$ cat src/rtl/alu_multdiv_ctrl.sv
`default_nettype none
// ============================================================================
//  Module   : alu_multdiv_ctrl
//  Purpose  : Multi-cycle signed multiply / divide sequencer for the execute
//             stage. Multiply is radix-2 shift-add and divide is restoring.
//             Both run 32 iterations over one shared 33-bit add/subtract
//             datapath. A sign-fix cycle then produces the final result.
//  Ports    :
//    clock          - single clock, rising edge
//    reset_n        - asynchronous active-low reset
//    data_operandA  - multiplicand / dividend (two's complement), sampled on accept
//    data_operandB  - multiplier / divisor (two's complement), sampled on accept
//    ctrl_MULT      - start-multiply pulse (wins over ctrl_DIV)
//    ctrl_DIV       - start-divide pulse
//    data_result    - registered result, held until the next completion
//    data_exception - registered overflow / divide-by-zero flag
//    data_resultRDY - one-cycle completion pulse
//    busy           - high from the accepting edge through the completion edge
//  Revision : 1.0 - initial release
// ============================================================================
module alu_multdiv_ctrl (
  input  logic        clock,
  input  logic        reset_n,
  input  logic [31:0] data_operandA,
  input  logic [31:0] data_operandB,
  input  logic        ctrl_MULT,
  input  logic        ctrl_DIV,
  output logic [31:0] data_result,
  output logic        data_exception,
  output logic        data_resultRDY,
  output logic        busy
);

  typedef enum logic [2:0] {
    S_IDLE = 3'd0,
    S_MUL  = 3'd1,
    S_DIV  = 3'd2,
    S_FIX  = 3'd3,
    S_DONE = 3'd4
  } state_e;

  state_e      state_q,     state_d;
  logic [4:0]  count_q,     count_d;
  // MUL: {partial product high, multiplier shifting out / product low}
  // DIV: {remainder, dividend shifting out / quotient shifting in}
  logic [63:0] acc_q,       acc_d;
  // |A| as multiplicand for MUL, |B| as divisor for DIV
  logic [31:0] op_q,        op_d;
  logic        neg_q,       neg_d;
  logic        is_div_q,    is_div_d;
  logic [31:0] res_q,       res_d;
  logic        exc_q,       exc_d;
  logic [31:0] result_q,    result_d;
  logic        exception_q, exception_d;
  logic        rdy_q,       rdy_d;

  // Shared datapath: add for MUL, subtract (x + ~y + 1) for DIV.
  logic        add_sub;
  logic [32:0] add_x;
  logic [32:0] add_y;
  logic [32:0] add_sum;

  logic [63:0] signed_acc;
  logic        mul_ovf;

  function automatic logic [31:0] magnitude(input logic [31:0] v);
    // -2^31 maps to 0x80000000, which is correct when read as unsigned.
    magnitude = v[31] ? (~v + 32'd1) : v;
  endfunction

  always_comb begin
    add_sub = (state_q == S_DIV);
    // DIV operates on the remainder after the left shift, i.e. acc[62:31].
    add_x   = {1'b0, (add_sub ? acc_q[62:31] : acc_q[63:32])};
    add_y   = {1'b0, op_q} ^ {33{add_sub}};
    add_sum = add_x + add_y + {32'd0, add_sub};
  end

  // Sign fix of the 64-bit magnitude. For divide only the low word is used,
  // and the low word of a 64-bit negate depends only on the low word.
  always_comb begin
    signed_acc = neg_q ? (~acc_q + 64'd1) : acc_q;
    // Product fits in signed 32 bits only if bits 63..31 are all equal.
    mul_ovf    = ~((&signed_acc[63:31]) | ~(|signed_acc[63:31]));
  end

  always_comb begin
    state_d     = state_q;
    count_d     = count_q;
    acc_d       = acc_q;
    op_d        = op_q;
    neg_d       = neg_q;
    is_div_d    = is_div_q;
    res_d       = res_q;
    exc_d       = exc_q;
    result_d    = result_q;
    exception_d = exception_q;
    rdy_d       = 1'b0;

    unique case (state_q)
      S_IDLE: begin
        if (ctrl_MULT || ctrl_DIV) begin
          count_d  = 5'd0;
          neg_d    = data_operandA[31] ^ data_operandB[31];
          is_div_d = ~ctrl_MULT;
          if (ctrl_MULT) begin
            op_d    = magnitude(data_operandA);
            acc_d   = {32'd0, magnitude(data_operandB)};
            state_d = S_MUL;
          end else begin
            op_d  = magnitude(data_operandB);
            acc_d = {32'd0, magnitude(data_operandA)};
            if (data_operandB == 32'd0) begin
              res_d   = 32'd0;
              exc_d   = 1'b1;
              state_d = S_DONE;
            end else begin
              state_d = S_DIV;
            end
          end
        end
      end

      S_MUL: begin
        if (acc_q[0]) begin
          // Carry out of the add becomes the new MSB after the right shift.
          acc_d = {add_sum, acc_q[31:1]};
        end else begin
          acc_d = {1'b0, acc_q[63:1]};
        end
        count_d = count_q + 5'd1;
        if (count_q == 5'd31) begin
          state_d = S_FIX;
        end
      end

      S_DIV: begin
        if (!add_sum[32]) begin
          acc_d = {add_sum[31:0], acc_q[30:0], 1'b1};
        end else begin
          acc_d = {acc_q[62:0], 1'b0};
        end
        count_d = count_q + 5'd1;
        if (count_q == 5'd31) begin
          state_d = S_FIX;
        end
      end

      S_FIX: begin
        res_d = signed_acc[31:0];
        if (is_div_q) begin
          // A non-negated quotient of 2^31 only arises from -2^31 / -1.
          exc_d = ~neg_q & acc_q[31];
        end else begin
          exc_d = mul_ovf;
        end
        state_d = S_DONE;
      end

      S_DONE: begin
        result_d    = res_q;
        exception_d = exc_q;
        rdy_d       = 1'b1;
        state_d     = S_IDLE;
      end

      default: begin
        state_d = S_IDLE;
      end
    endcase
  end

  always_ff @(posedge clock or negedge reset_n) begin
    if (!reset_n) begin
      state_q     <= S_IDLE;
      count_q     <= 5'd0;
      acc_q       <= 64'd0;
      op_q        <= 32'd0;
      neg_q       <= 1'b0;
      is_div_q    <= 1'b0;
      res_q       <= 32'd0;
      exc_q       <= 1'b0;
      result_q    <= 32'd0;
      exception_q <= 1'b0;
      rdy_q       <= 1'b0;
    end else begin
      state_q     <= state_d;
      count_q     <= count_d;
      acc_q       <= acc_d;
      op_q        <= op_d;
      neg_q       <= neg_d;
      is_div_q    <= is_div_d;
      res_q       <= res_d;
      exc_q       <= exc_d;
      result_q    <= result_d;
      exception_q <= exception_d;
      rdy_q       <= rdy_d;
    end
  end

  assign data_result    = result_q;
  assign data_exception = exception_q;
  assign data_resultRDY = rdy_q;
  assign busy           = (state_q != S_IDLE);

endmodule
`default_nettype wire
$ cat config.mk
export PLATFORM = sky130hd
export DESIGN_NAME = alu_multdiv_ctrl
export DESIGN_NICKNAME = d
export VERILOG_FILES = /design/src/rtl/alu_multdiv_ctrl.sv
export SDC_FILE = /design/constraint.sdc
export NUM_CORES = 1
export LEC_CHECK = 0
export CAP_MARGIN = 20
export CORE_AREA = 2 2 161 163
export DETAILED_ROUTE_END_ITERATION = 7
export DIE_AREA = 0 0 163 165
export PLACE_DENSITY = 0.75
export REMOVE_ABC_BUFFERS = 1
export SLEW_MARGIN = 20
export SYNTH_ARGS = -nofsm -noshare
export SYNTH_HDL_FRONTEND = slang
export SYNTH_SLANG_ARGS = --single-unit
$ cat constraint.sdc
create_clock -name clock -period 9.1 [get_ports clock]
set_input_delay 0.91 -clock clock [delete_from_list [all_inputs] [get_ports clock]]
set_output_delay 0.91 -clock clock [all_outputs]
set_load 0.02 [all_outputs]
Word-level counts from Yosys, hierarchy flattened. Index checks and enable logic that the tools add are counted.

Word-level logic and storage cells: 79. Bits in registers: 173. Output and inout port bits: 35.

Bitwise gates (word level): 11. Multiplexer cells: 27. Add/subtract/negate cells: 6. Equality and inequality tests: 9. Reductions and logical operators: 15.

Operator list (number): $mux W32 (8); $mux W64 (4); $pmux W64 S3 (1); $add A32 B1 Y32 const B (2); $add A64 B1 Y64 const B (1); $not A32 Y32 (2); $not A64 Y64 (1); $pmux W32 S2 (1); $add A32 B33 Y33 (1); $add A33 B1 Y33 (1); $reduce_and A33 Y1 (1); $reduce_or A33 Y1 (1); $xor A32 B33 Y33 (1); $logic_not A32 Y1 (1); $mux W3 (4); $pmux W5 S2 (1); $pmux W3 S3 (1); $reduce_and A2 Y1 (4); $eq A3 B2 Y1 const B (2); $ne A2 B2 Y1 const B (3); $reduce_bool A3 Y1 (2); $add A5 B1 Y5 const B (1); $eq A5 B5 Y1 const B (1); $mux W1 (5); other kinds (14) (18).

Depth between registers and ports, before layout. Gate-level depths: netlist of run 1.

Depth in word-level cells: 9. Depth in mapped cells: 28. Mapped depth without buffers: 20.

Worst setup path after synthesis of run 1. Ideal clock, no wire load.

Path type: register to register. From: register state_q[2]. To: register acc_q[47]. Data required time: 8.962 ns. Path slack: 3.166 ns. Stages on the path, launching flop included: 27. Library setup time: 0.138 ns. Data arrival time: 5.796 ns. Period minus slack after synthesis: 5.934 ns. Cell sequence: dfrtp_1 clkbuf_1 or3b_2 clkbuf_1 inv_1 clkbuf_1 buf_1 buf_1 nand2_1 nand2_1 ha_1 clkbuf_1 a2111oi_0 o21ai_0 a311oi_1 o211ai_1 nand3_1 a21oi_1 o21ai_0 nand2b_1 a21o_1 ha_1 clkbuf_1 clkbuf_1 o21ai_0 a222oi_1 o21ai_0.

Cells in the longest elaborated chain, start to end: 6. Elaborated cells on any way between the ends: 13. Those cells by class: add/sub (2); eq/ne (3); mux (4); bitwise (1); reduce/logical (3).

RTL lines: start: declaration (line 42) `state_e state_q, state_d;`; start signal: assignment (line 187) `state_q <= state_d;`; $eq A3 B2 Y1 (line 72, 100); $mux W32 or $xor A32 B33 Y33 (tied branches) (line 74, 75); $add A32 B33 Y33 (line 76) `add_sum = add_x + add_y + {32'd0, add_sub};`; $add A33 B1 Y33 (line 76); $mux W64, on equally long branches (line 138, 125); $pmux W64 S3 (line 100) `unique case (state_q)`; end signal: assignment (line 177) `acc_q <= 64'd0;`; end signal: assignment (line 189) `acc_q <= acc_d;`; end: declaration (line 46) `logic [63:0] acc_q, acc_d;`.

Several ways; a longest one is shown, not always the timed one. A chain may end at the register's enable or synchronous reset.

Worst setup path in the final report of run 1.
From: register state_q[1]. To: register acc_q[62].

Same word-level chain as after synthesis.

==> qor.csv, run 1 <==
stage,metric,value,unit
run_status,status,finished clean,
floorplanning,Rows,58,
worst_setup_path,Max stage delay on crit path,0.93,ns
routing,Wirelength per Cell,20.73,µm
power_and_ir_drop,Sw Ratio,49.25,%
yosys,main flop type after synthesis,dfrtp_1,
power_and_ir_drop,VDD IR max,0.0001641,V
worst_setup_path,CP Cell Sequence,"or3b_4, buf_4, a22oi_1, fa_1, a211oi_1, o21ai_0, a311oi_1, o211ai_1, nand3_1, a21oi_1, o21ai_0, nand2b_1, a21o_1, ha_1, and2_0, a221oi_1, o21ai_0, a21oi_1, a22oi_1",
routing,DR pass1 iterations,7,
yosys,"flops & latches, synth",173,
yosys,Synthesis Warnings,0,
clocking,clock root buffer,clkbuf_16,
timing,Setup Viol. Count Final,0,
floorplanning,die width,163,µm
clocking,worst skew pair latency,0.45,ns
worst_hold_path,hold path cells,2,
floorplanning,core area,0.02504,mm²
clocking,clock buffer depth,2,
routing,vias post-DR,13070,
routing,final wirelength,41790,µm
worst_setup_path,CP Capture Type,flop,
clocking,H-tree depth,4,
placement,IO buf count,102,
grt,GRT Resource Usage Total,31.14,%
power_and_ir_drop,Cell Pwr Density,351.5,mW/mm²
clocking,Post-CTS Repair Setup Buffers,0,
power_and_ir_drop,clock power share,14.3,%
worst_setup_path,cell family with most CP delay,compound AO/OA/AOI/OAI gates,
clocking,CTS tree,built,
floorplanning,DIE AREA,0.02690,mm²
timing,Rel. slew slack,21.55,%
worst_setup_path,worst path bufs/invs,1,
worst_setup_path,data arrival time of the worst path,7.41,ns
power_and_ir_drop,Internal,2.733,mW
placement,dpl hpwl,30660,µm
clocking,TritonCTS Sinks,173,
clocking,Post-CTS Resized,0,
power_and_ir_drop,Lkg Pwr,6.243,nW
clocking,cts hold-fix bufs,0,
worst_setup_path,crit-path most repeated cell,o21ai_0,
worst_setup_path,critical path depth,19,
worst_setup_path,Worst EP required,9.45,ns
grt,antenna violations before repair,0,
timing,Worst Skew,0.02245,ns
yosys,Mean Syn Cell Area,8.118,µm²
power_and_ir_drop,Net Sw Power,2.653,mW
timing,final hold vios,0,
cells_and_area,P&R area growth vs syn,12.02,%
floorplanning,initial core utilization,54.63,%
grt,largest net degree at the start of global routing,101,
worst_setup_path,Setup CP Type,flop to flop,
cells_and_area,share of layout cells above drive strength 1,7.177,%
cells_and_area,Final #Nets,1779,
yosys,post-synthesis sequential area ratio,31.65,%
timing,Final Cycle Share,77.56,%
worst_hold_path,worst min path class,flop to flop,
routing,Routed Antenna Nets,0,
power_and_ir_drop,Comb pwr share,55.2,%
cells_and_area,post-route insts no fill,2016,
floorplanning,Top-Level Pins,103,
floorplanning,Die H,165,µm
yosys,number of synthesized flops with an enable pin,0,
run,Max-Cap Viols,0,
power_and_ir_drop,sequential power share,30.5,%
timing,fin. max-slew vios,0,
cells_and_area,ant diodes,0,
placement,placer congestion estimate,0.9637,
worst_setup_path,crit path max fanout,51,
worst_setup_path,Reg2Reg Depth,19,
clocking,Num CTS Buffers,17,
timing,unrepaired setup endpoints after global routing,no,
yosys,Yosys cell types,77,
timing,Slew @ Worst Pin,1.172,ns
timing,Peak Freq,141.7,MHz
worst_setup_path,CP Launch Type,flop,
grt,first-pass GRT wire length,65610,µm
cells_and_area,Filler cells,2214,
grt,grt ovf,0,
timing,setup_tns,0,ns
cells_and_area,Final Core Density,61.20,%
routing,Starting DRT DRC Count,1456,
yosys,Netlist Area Pre-Place,0.01368,mm²
placement,placed instance count,1984,
grt,number of global-route vias before repair,11920,
routing,# DRC,0,
worst_setup_path,CP max stage cell,ha_1,
routing,drt via density,6.481,
yosys,Synth Instances,1685,
clocking,clock-pin slew on the worst setup and hold paths,0.08,ns
yosys,Synth async-reset ratio,100.0,%
timing,Final min period,7.058,ns
==> metal layers <==
layer / vias to the layer above / global-route usage (%) / share of wire, %
met5: - / 0 / 0
met4: 0 / 10.10 / 3.0
met3: 71 / 4.294 / 7.9
met2: 626 / 48.38 / 45
met1: 6204 / 44.85 / 44
li1: 6164 / - / -
==> logic make-up (layout without fill, tap and decap cells) <==
group / count (synthesis) / count (layout) / share of synthesized area, %
AOI/OAI and AO/OA: 531 / 531 / 25.52
and+or+nand+nor: 533 / 533 / 18.57
DFF: 173 / 173 / 31.65
xor gates and xnor gates: 174 / 174 / 11.14
adders and majority gates: 38 / 38 / 3.531
buffers and inverters: 178 / 179 / 5.031
muxes: 58 / 58 / 4.555
==> cells in the mapped netlist, types with 6 or more instances <==
master | n | area (µm²)
a31oi_1 | 12 | 75.07
nor2_1 | 85 | 319.1
nor4_1 | 15 | 93.84
nand2_1 | 238 | 893.4
buf_1 | 17 | 63.81
a22oi_1 | 13 | 97.59
nand4_1 | 15 | 93.84
o221ai_1 | 7 | 61.31
xnor2_1 | 93 | 814.5
inv_1 | 25 | 93.84
o22ai_1 | 27 | 168.9
o41ai_1 | 21 | 183.9
o21bai_1 | 7 | 52.55
a211oi_1 | 27 | 202.7
or4_1 | 22 | 165.2
o211ai_1 | 15 | 112.6
a221oi_1 | 36 | 315.3
mux2i_1 | 24 | 240.2
nor3_1 | 23 | 115.1
nand3_1 | 52 | 260.3
o21ai_0 | 166 | 830.8
dfrtp_1 | 173 | 4329
o31ai_1 | 37 | 277.8
and3_1 | 6 | 37.54
xor2_1 | 81 | 709.4
a21o_1 | 15 | 112.6
a21oi_1 | 91 | 455.4
mux2_2 | 34 | 382.9
a222oi_1 | 11 | 110.1
or3_1 | 16 | 100.1
a221o_1 | 6 | 60.06
clkbuf_1 | 129 | 484.2
or2_2 | 10 | 62.56
nand2b_1 | 14 | 87.58
ha_1 | 37 | 462.9
==> registers in the layout (all words and copies together), names as in the netlist, 3 cells and up <==
signal and count:
op_q 32, acc_q 64, state_q 3, data_result 32
res_q 32, count_q 5
==> through the flow <==
stage	hold WS (ns)	setup slack, ns	total power [mW]	area [µm²]
floorplan	0.4444	0.6276	3.574	13090
global placement	0.4603	2.268	4.474	14690
detailed placement	0.4673	2.169	4.538	14690
CTS	0.4872	2.147	5.316	15320
global route	0.5071	1.479	5.764	15320
finish	0.4806	2.042	5.386	15320
==> tightest hold or removal path: cells and delay by family (launching register included) <==
kind / cells / cell delay [ns]
AO/OA/AOI/OAI: 1 / 0.06
flip-flops: 1 / 0.35
AND/OR/NAND/NOR: 1 / 0.05
==> layout by cell type (no fill, tap or decap), types with 34 or more instances in the layout <==
| master | Yosys | layout |
|---|---|---|
| dfrtp_1 | 173 | 173 |
| xor2_1 | 81 | 81 |
| o21ai_0 | 166 | 166 |
| clkdlybuf4s50_1 | 0 | 100 |
| nand2_1 | 238 | 238 |
| nand3_1 | 52 | 52 |
| a221oi_1 | 36 | 36 |
| mux2_2 | 34 | 34 |
| a21oi_1 | 91 | 91 |
| nor2_1 | 85 | 85 |
| xnor2_1 | 93 | 93 |
| o31ai_1 | 37 | 37 |
| ha_1 | 37 | 37 |
==> area by class of cell <==
class,count,area [µm²],area share (%)
repair buffers,121,1160,7.570
flip-flops and latches,173,4329,28.25
inverters,26,97.59,0.6369
clock inverters,15,211.5,1.380
multi-input cells,1334,8686,56.69
clock buffers,17,425.4,2.776
well taps,330,412.9,2.695
==> worst paths after layout <==
check	from	end	slack, ns
worst max-delay path	state_q[1]	acc_q[62]	2.04
worst max register to register	state_q[1]	acc_q[62]	2.04
worst min-delay path	res_q[8]	res_q[8]	0.48
max in group asynchronous	reset_n	acc_q[38]	6.99
min in group asynchronous	reset_n	op_q[1]	0.54
worst min register to register	res_q[8]	res_q[8]	0.48
==> power by group through the flow <==
stage | clock [mW] | combinational [mW] | sequential [mW]
6_report | 0.772 | 2.97 | 1.64
5_1_grt | 0.802 | 3.27 | 1.69
4_1_cts | 0.773 | 2.92 | 1.62
3_5_place_dp | 0 | 2.90 | 1.63
3_3_place_gp | 0 | 2.86 | 1.62
2_1_floorplan | 0 | 2.02 | 1.56
Note: power is estimated with default switching activity, not from simulation.
==> run 2, diff against run 1 <==
PLACE_DENSITY = 0.78   (was 0.75)
clock period = 6.45 ns   (was 9.1 ns; I/O delays follow)
==> run 2 against run 1 <==
Worst setup slack got worse by 1.5 ns; core utilization about the same; first-iteration DRC count increased by 1.2%; sequential share of layout area about the same; worst hold slack got worse by 0.24 ns; cell area about the same; critical path depth increased by 1; sequential cell count unchanged; register-to-register slack got worse by 1.5 ns; critical path type unchanged; highest routed layer is now met5.
==> qor.csv, run 2 (same netlist as run 1, synthesis figures left out) <==
stage,metric,value,unit,change
clocking,CTS tree,built,,
grt,grt ovf,0,,unchanged
grt,number of global-route vias before repair,12050,,+1.1%
routing,vias post-DR,13250,,+1.4%
grt,largest net degree at the start of global routing,95,,-5.9%
routing,drt via density,6.568,,+1.3%
cells_and_area,Final Core Density,61.23,%,about the same
cells_and_area,Reg with most FFs,acc_q,,
cells_and_area,cell area after layout,0.01533,mm²,about the same
cells_and_area,"commonest non-fill, non-tap cells in the layout","238 x nand2_1, 173 x dfrtp_1, 166 x o21ai_0",,
worst_setup_path,CP Cell Sequence,"or3b_4, inv_2, buf_4, buf_4, nand2_1, nand2_1, ha_1, a211o_1, a21oi_1, o211ai_1, nand3_1, a21oi_1, o21ai_0, nand2b_1, a21o_1, ha_1, and2_0, a221o_1, a221oi_1, a21oi_1",,
power_and_ir_drop,Lkg Pwr,6.254,nW,+0.18%
placement,dpl hpwl,30750,µm,+0.30%
power_and_ir_drop,Cell Pwr Density,496.0,mW/mm²,+41%
clocking,clock root buffer,clkbuf_16,,
clocking,worst skew pair latency,0.45,ns,about the same
worst_setup_path,CP max stage cell,or3b_4,,
routing,final wirelength,41610,µm,-0.45%
floorplanning,core area,0.02504,mm²,unchanged
clocking,H-tree depth,4,,unchanged
clocking,clock buffer depth,2,,unchanged
cells_and_area,ant diodes,0,,unchanged
routing,Starting DRT DRC Count,1474,,+1.2%
timing,fin. max-slew vios,0,,unchanged
clocking,TritonCTS Sinks,173,,unchanged
timing,unrepaired setup endpoints after global routing,no,,
routing,Wirelength per Cell,20.62,µm,-0.55%
routing,Routed Antenna Nets,0,,unchanged
worst_setup_path,cell family with most CP delay,compound AO/OA/AOI/OAI gates,,
worst_hold_path,worst min path class,input pin to asynchronous set/reset pin,,
floorplanning,DIE AREA,0.02690,mm²,unchanged
grt,antenna violations before repair,1,,+1
worst_setup_path,worst path bufs/invs,3,,+2
cells_and_area,share of layout cells above drive strength 1,7.346,%,+0.17 points
timing,Rel. slew slack,31.14,%,+9.6 points
floorplanning,die width,163,µm,unchanged
run,Max-Cap Viols,0,,unchanged
timing,Setup Viol. Count Final,0,,unchanged
worst_setup_path,Max stage delay on crit path,0.69,ns,-0.24 ns
timing,setup_tns,0,ns,unchanged
worst_setup_path,Worst EP required,6.74,ns,-2.71 ns
placement,placed instance count,1986,,+0.10%
worst_setup_path,Setup CP Type,flop to flop,,
clocking,clock-pin slew on the worst setup and hold paths,0.08,ns,about the same
grt,GRT Resource Usage Total,31.16,%,about the same
worst_setup_path,Reg2Reg Depth,20,,+1
placement,"Cell Area, Placed",0.01470,mm²,+0.10%
routing,DR pass1 iterations,6,,-1
grt,first-pass GRT wire length,65550,µm,about the same
worst_setup_path,critical path depth,20,,+1
placement,placer congestion estimate,0.9975,,+3.5%
cells_and_area,post-route insts no fill,2018,,+0.099%
clocking,Num CTS Buffers,17,,unchanged
routing,# DRC,0,,unchanged
worst_setup_path,crit-path most repeated cell,a21oi_1,,
cells_and_area,Final #Nets,1781,,+0.11%
clocking,Post-CTS Resized,0,,unchanged
timing,Peak Freq,169.9,MHz,+20%
floorplanning,Rows,58,,unchanged
floorplanning,Top-Level Pins,103,,unchanged
cells_and_area,"commonest non-fill, non-tap cell in the layout",nand2_1,,
timing,Slew @ Worst Pin,1.030,ns,-0.1420 ns
clocking,Post-CTS Repair Setup Buffers,0,,unchanged
cells_and_area,P&R area growth vs syn,12.08,%,about the same
timing,final hold vios,0,,unchanged
power_and_ir_drop,VDD IR max,0.0002054,V,+25%
clocking,cts hold-fix bufs,0,,unchanged
placement,IO buf count,102,,unchanged
floorplanning,Die H,165,µm,unchanged
floorplanning,initial core utilization,54.63,%,unchanged
worst_setup_path,data arrival time of the worst path,6.17,ns,-1.24 ns
timing,Worst Skew,0.01534,ns,-0.007113 ns
timing,Final min period,5.885,ns,-1.173 ns
worst_setup_path,crit path max fanout,47,,-7.8%
worst_setup_path,CP Launch Type,flop,,
cells_and_area,max FFs per register,64,,unchanged
run_status,status,finished clean,,
worst_setup_path,CP Capture Type,flop,,
timing,Final Cycle Share,91.24,%,+14 points
-- run 2: changes by cell type in the layout (fill, tap and decap cells not counted) --
cell / before / now
inv_12: 2 / 3
clkinv_8: 8 / 6
clkdlybuf4s50_1: 100 / 99
buf_6: 1 / 2
buf_2: 1 / 2
buf_4: 19 / 20
inv_8: 2 / 3
-- run 2: layout make-up --
type	count	area, µm²
Clock buffer	17	425.4
Clock inverter	15	206.4
Fill cell	2207	9706
Inverter	26	97.59
Multi-Input combinational cell	1334	8686
Sequential cell	173	4329
Tap cell	330	412.9
Timing Repair Buffer	123	1174
-- run 2: path summary, 6_finish.rpt --
check,slack (ns),endpoint,startpoint
setup reg to reg,0.56,acc_q[57],state_q[1]
hold reg to reg,0.48,res_q[23],res_q[23]
max in group asynchronous,4.91,acc_q[43],reset_n
min in group clock,0.48,res_q[23],res_q[23]
hold / removal,0.24,op_q[0],reset_n
setup / recovery,0.56,acc_q[57],state_q[1]
-- run 2: stage by stage --
| step | hold WS (ns) | total power [mW] | setup slack [ns] |
|---|---|---|---|
| 2_1_floorplan | 0.3494 | 5.042 | -1.757 |
| 3_3_place_gp | 0.4584 | 6.287 | 0.8907 |
| 3_5_place_dp | 0.4663 | 6.405 | 0.7139 |
| 4_1_cts | 0.3099 | 7.510 | 0.6850 |
| 5_1_grt | 0.3348 | 8.131 | 0.05143 |
| 6_report | 0.2421 | 7.604 | 0.5649 |
-- run 2: layer usage --
layer / global-route usage, % / vias to the layer above / wire length, µm
met5: 0 / - / 13
met4: 12.71 / 2 / 1513
li1: - / 6187 / -
met3: 6.278 / 103 / 3667
met2: 49.25 / 653 / 19010
met1: 41.91 / 6309 / 17400
-- run 2: power breakdown --
group / total (mW) / switching (mW) / internal (mW)
logic: 4.20 / 2.46 / 1.74
clock network: 1.08 / 0.547 / 0.538
registers: 2.32 / 0.734 / 1.58
total: 7.60 / 3.74 / 3.86
==> run 3, diff against run 2 <==
ABC_AREA = 1   (was default)
CORE_AREA = 2 2 169 171   (was 2 2 161 163)
DIE_AREA = 0 0 171 173   (was 0 0 163 165)
GPL_TIMING_DRIVEN = 0   (was default)
PLACE_DENSITY = 0.77   (was 0.78)
==> run 3 against run 2 <==
Sequential cell count stayed put; cell area is 10% higher; sequential share of layout area is 2.5 points lower; synthesized cell count is 39% higher; die area is 10% higher; critical path type unchanged; wire length is 25% higher; highest routed layer is now met4; global-route usage is 4.2 points higher; non-clock buffer count is 15 lower.
==> qor.csv, run 3 <==
stage,metric,value,unit,change
yosys,simple-gate area share of the yosys netlist,35.44,%,+17 points
yosys,ranking of synthesized cells by area,"dfrtp_1 29%, nand2_1 18%, nor2_1 6.5%, nand3_1 5.7%, inv_1 5.4%",,
yosys,synth cell count leaders,"727 x nand2_1, 261 x nor2_1, 216 x inv_1, 173 x dfrtp_1, 170 x nand3_1",,
timing,Setup Viol. Count Final,0,,unchanged
timing,Final Cycle Share,86.11,%,-5.1 points
timing,final hold vios,0,,unchanged
clocking,clock buffer depth,2,,unchanged
yosys,main flop type after synthesis,dfrtp_1,,
grt,number of global-route vias before repair,14740,,+22%
yosys,Synth area leader,dfrtp_1,,
yosys,Synthesis Warnings,0,,unchanged
yosys,Yosys cell types,55,,-29%
cells_and_area,Filler cells,2623,,+19%
worst_setup_path,CP max stage cell,ha_1,,
routing,Wirelength per Cell,18.95,µm,-8.1%
placement,dpl hpwl,40320,µm,+31%
run,Max-Cap Viols,0,,unchanged
clocking,CTS tree,built,,
timing,Slew @ Worst Pin,1.117,ns,+0.08627 ns
cells_and_area,Multi-input gate area,0.009410,mm²,+8.3%
clocking,TritonCTS Sinks,173,,unchanged
worst_setup_path,crit path max fanout,116,,+150%
grt,grt ovf,0,,unchanged
cells_and_area,FF+latch area,0.004334,mm²,+0.12%
clocking,cts hold-fix bufs,0,,unchanged
clocking,Post-CTS Resized,0,,unchanged
yosys,Netlist Area Pre-Place,0.01502,mm²,+9.8%
yosys,mux contribution to synthesized area,0,%,-4.6 points
routing,DR pass1 iterations,6,,unchanged
floorplanning,Die H,173,µm,+4.8%
worst_setup_path,data arrival time of the worst path,5.83,ns,-0.34 ns
grt,antenna violations before repair,0,,-1
floorplanning,Top-Level Pins,103,,unchanged
cells_and_area,"commonest non-fill, non-tap cells in the layout","727 x nand2_1, 260 x nor2_1, 213 x inv_1",,
routing,# DRC,0,,unchanged
floorplanning,Rows,61,,+5.2%
timing,Worst Skew,0.01612,ns,+0.0007745 ns
cells_and_area,share of layout cells above drive strength 1,4.641,%,-2.7 points
yosys,XOR/XNOR Fraction of Synth Area,5.891,%,-5.3 points
yosys,Yosys top cell area share,28.83,%,-2.8 points
yosys,post-synthesis sequential area ratio,28.83,%,-2.8 points
worst_setup_path,crit-path most repeated cell,o21ai_0,,
clocking,worst skew pair latency,0.45,ns,about the same
clocking,clock-pin slew on the worst setup and hold paths,0.08,ns,about the same
timing,unrepaired setup endpoints after global routing,no,,
routing,vias post-DR,16230,,+22%
cells_and_area,"commonest non-fill, non-tap cell in the layout",nand2_1,,
routing,final wirelength,52080,µm,+25%
run_status,status,finished clean,,
yosys,Compound-Gate Fraction of Synth Area,17.97,%,-7.5 points
timing,Rel. slew slack,25.28,%,-5.9 points
worst_setup_path,Worst EP required,6.73,ns,about the same
floorplanning,core area,0.02763,mm²,+10%
grt,GRT Resource Usage Total,35.33,%,+4.2 points
routing,Routed Antenna Nets,0,,unchanged
timing,Peak Freq,180.0,MHz,+6.0%
floorplanning,die width,171,µm,+4.9%
clocking,Num CTS Buffers,17,,unchanged
yosys,"flops & latches, synth",173,,unchanged
timing,Hold WS,0.1859,ns,-0.05613 ns
worst_setup_path,CP Capture Type,flop,,
timing,Final min period,5.554,ns,-0.3309 ns
cells_and_area,Reg with most FFs,acc_q,,
worst_setup_path,Setup CP Type,flop to flop,,
timing,fin. max-slew vios,0,,unchanged
worst_hold_path,worst min path class,input pin to asynchronous set/reset pin,,
routing,drt via density,5.906,,-10%
worst_setup_path,CP Launch Type,flop,,
yosys,number of synthesized flops with an enable pin,0,,unchanged
placement,IO buf count,102,,unchanged
placement,placer congestion estimate,0.9981,,about the same
yosys,adder-cell share of the synthesized area,3.216,%,-0.31 points
cells_and_area,max FFs per register,64,,unchanged
grt,largest net degree at the start of global routing,117,,+23%
yosys,Synth Instances,2334,,+39%
clocking,H-tree depth,4,,unchanged
cells_and_area,P&R area growth vs syn,12.34,%,
cells_and_area,ant diodes,0,,unchanged
worst_setup_path,worst path bufs/invs,2,,-1
yosys,largest family of logic cells by synthesized area,simple AND/OR/NAND/NOR gates,,
yosys,Synth async-reset ratio,100.0,%,unchanged
timing,setup_tns,0,ns,unchanged
yosys,Mean Syn Cell Area,6.434,µm²,-21%
yosys,most common cell in the netlist,nand2_1,,
cells_and_area,Final #Nets,2463,,+38%
worst_setup_path,CP Cell Sequence,"inv_1, nand2_8, o21ai_0, ha_1, a21o_1, a31oi_1, o21ai_0, a221oi_1, nand2_1, nand4_1, nand2_1, ha_1, inv_2, o21ai_0, o221ai_1",,
floorplanning,initial core utilization,54.35,%,-0.28 points
routing,Starting DRT DRC Count,1965,,+33%
floorplanning,DIE AREA,0.02958,mm²,+10%
worst_setup_path,cell family with most CP delay,compound AO/OA/AOI/OAI gates,,
grt,first-pass GRT wire length,81770,µm,+25%
clocking,Post-CTS Repair Setup Buffers,0,,unchanged
worst_setup_path,Max stage delay on crit path,0.82,ns,+0.13 ns
clocking,clock root buffer,clkbuf_16,,
-- run 3: cell types whose count changed in the layout (fill, tap and decap cells not counted), moves of 22 or more --
cell      previous run  this run
o211ai_1            15        55
xor2_1              81        57
mux2i_1             24         0
nor2_1              85       260
o31ai_1             37         5
xnor2_1             93        44
nand2_1            238       727
inv_1               24       213
mux2_2              34         0
nand3_1             52       169
o21ai_0            166       135
a211oi_1            27         2
or4_1               22         0
-- run 3: logic make-up after synthesis --
| kind of cell | after synthesis |
|---|---|
| XOR/XNOR | 101 |
| adder cells (fa/ha/maj) | 38 |
| AO/OA/AOI/OAI | 427 |
| buffers and inverters | 329 |
| AND/OR/NAND/NOR | 1266 |
| flip-flops | 173 |
-- run 3: area by class of cell --
class,count,area share (%)
multi-input cells,1832,55.78
clock inverters,15,1.246
clock buffers,17,2.522
repair buffers,108,6.942
well taps,378,2.804
inverters,225,5.014
flip-flops and latches,173,25.69
-- run 3: worst register-to-register path, cell delays in order, from the launching register on --
cell and delay (ns):
dfrtp_1 0.40, inv_1 0.23, nand2_8 0.42, o21ai_0 0.80
ha_1 0.41, a21o_1 0.21, a31oi_1 0.21, o21ai_0 0.17
a221oi_1 0.37, nand2_1 0.16, nand4_1 0.11, nand2_1 0.07
ha_1 0.82, inv_2 0.55, o21ai_0 0.33, o221ai_1 0.13
-- run 3: layer usage --
metal / GRT usage, % / up-vias / part of all wire (%) / routed length (µm)
li1: - / 7773 / - / -
met1: 52.31 / 7525 / 45 / 23230
met2: 52.69 / 844 / 43 / 22530
met3: 5.333 / 88 / 9.0 / 4711
met4: 11.41 / 0 / 3.1 / 1601
met5: 0 / - / 0 / 0
-- run 3: final timing paths --
| check | end | slack, ns | cells after the start | from |
|---|---|---|---|---|
| min | acc_q[53] | 0.19 | 1 | reset_n |
| min in group clock | data_result[27] | 0.47 | 2 | res_q[27] |
| max | acc_q[34] | 0.90 | 15 | state_q[0] |
| min reg2reg | data_result[27] | 0.47 | 2 | res_q[27] |
| max reg2reg | acc_q[34] | 0.90 | 15 | state_q[0] |
| max in group asynchronous | neg_q | 5.35 | 2 | reset_n |
-- run 3: metrics by stage --
step	worst slack (ns)	std cells	area (µm²)	utilization, %
2_1_floorplan	1.996	2230	14560	-
3_3_place_gp	-2.763	2710	16060	58.12
3_5_place_dp	1.217	2715	16200	58.65
4_1_cts	1.169	2747	16840	60.95
5_1_grt	0.6544	2748	16870	61.06
6_report	0.8957	2748	16870	61.06
Power of run 3 is left out: the tool's default activity adds up to more than one toggle a clock period on the data nets, which glitch-free logic cannot reach.
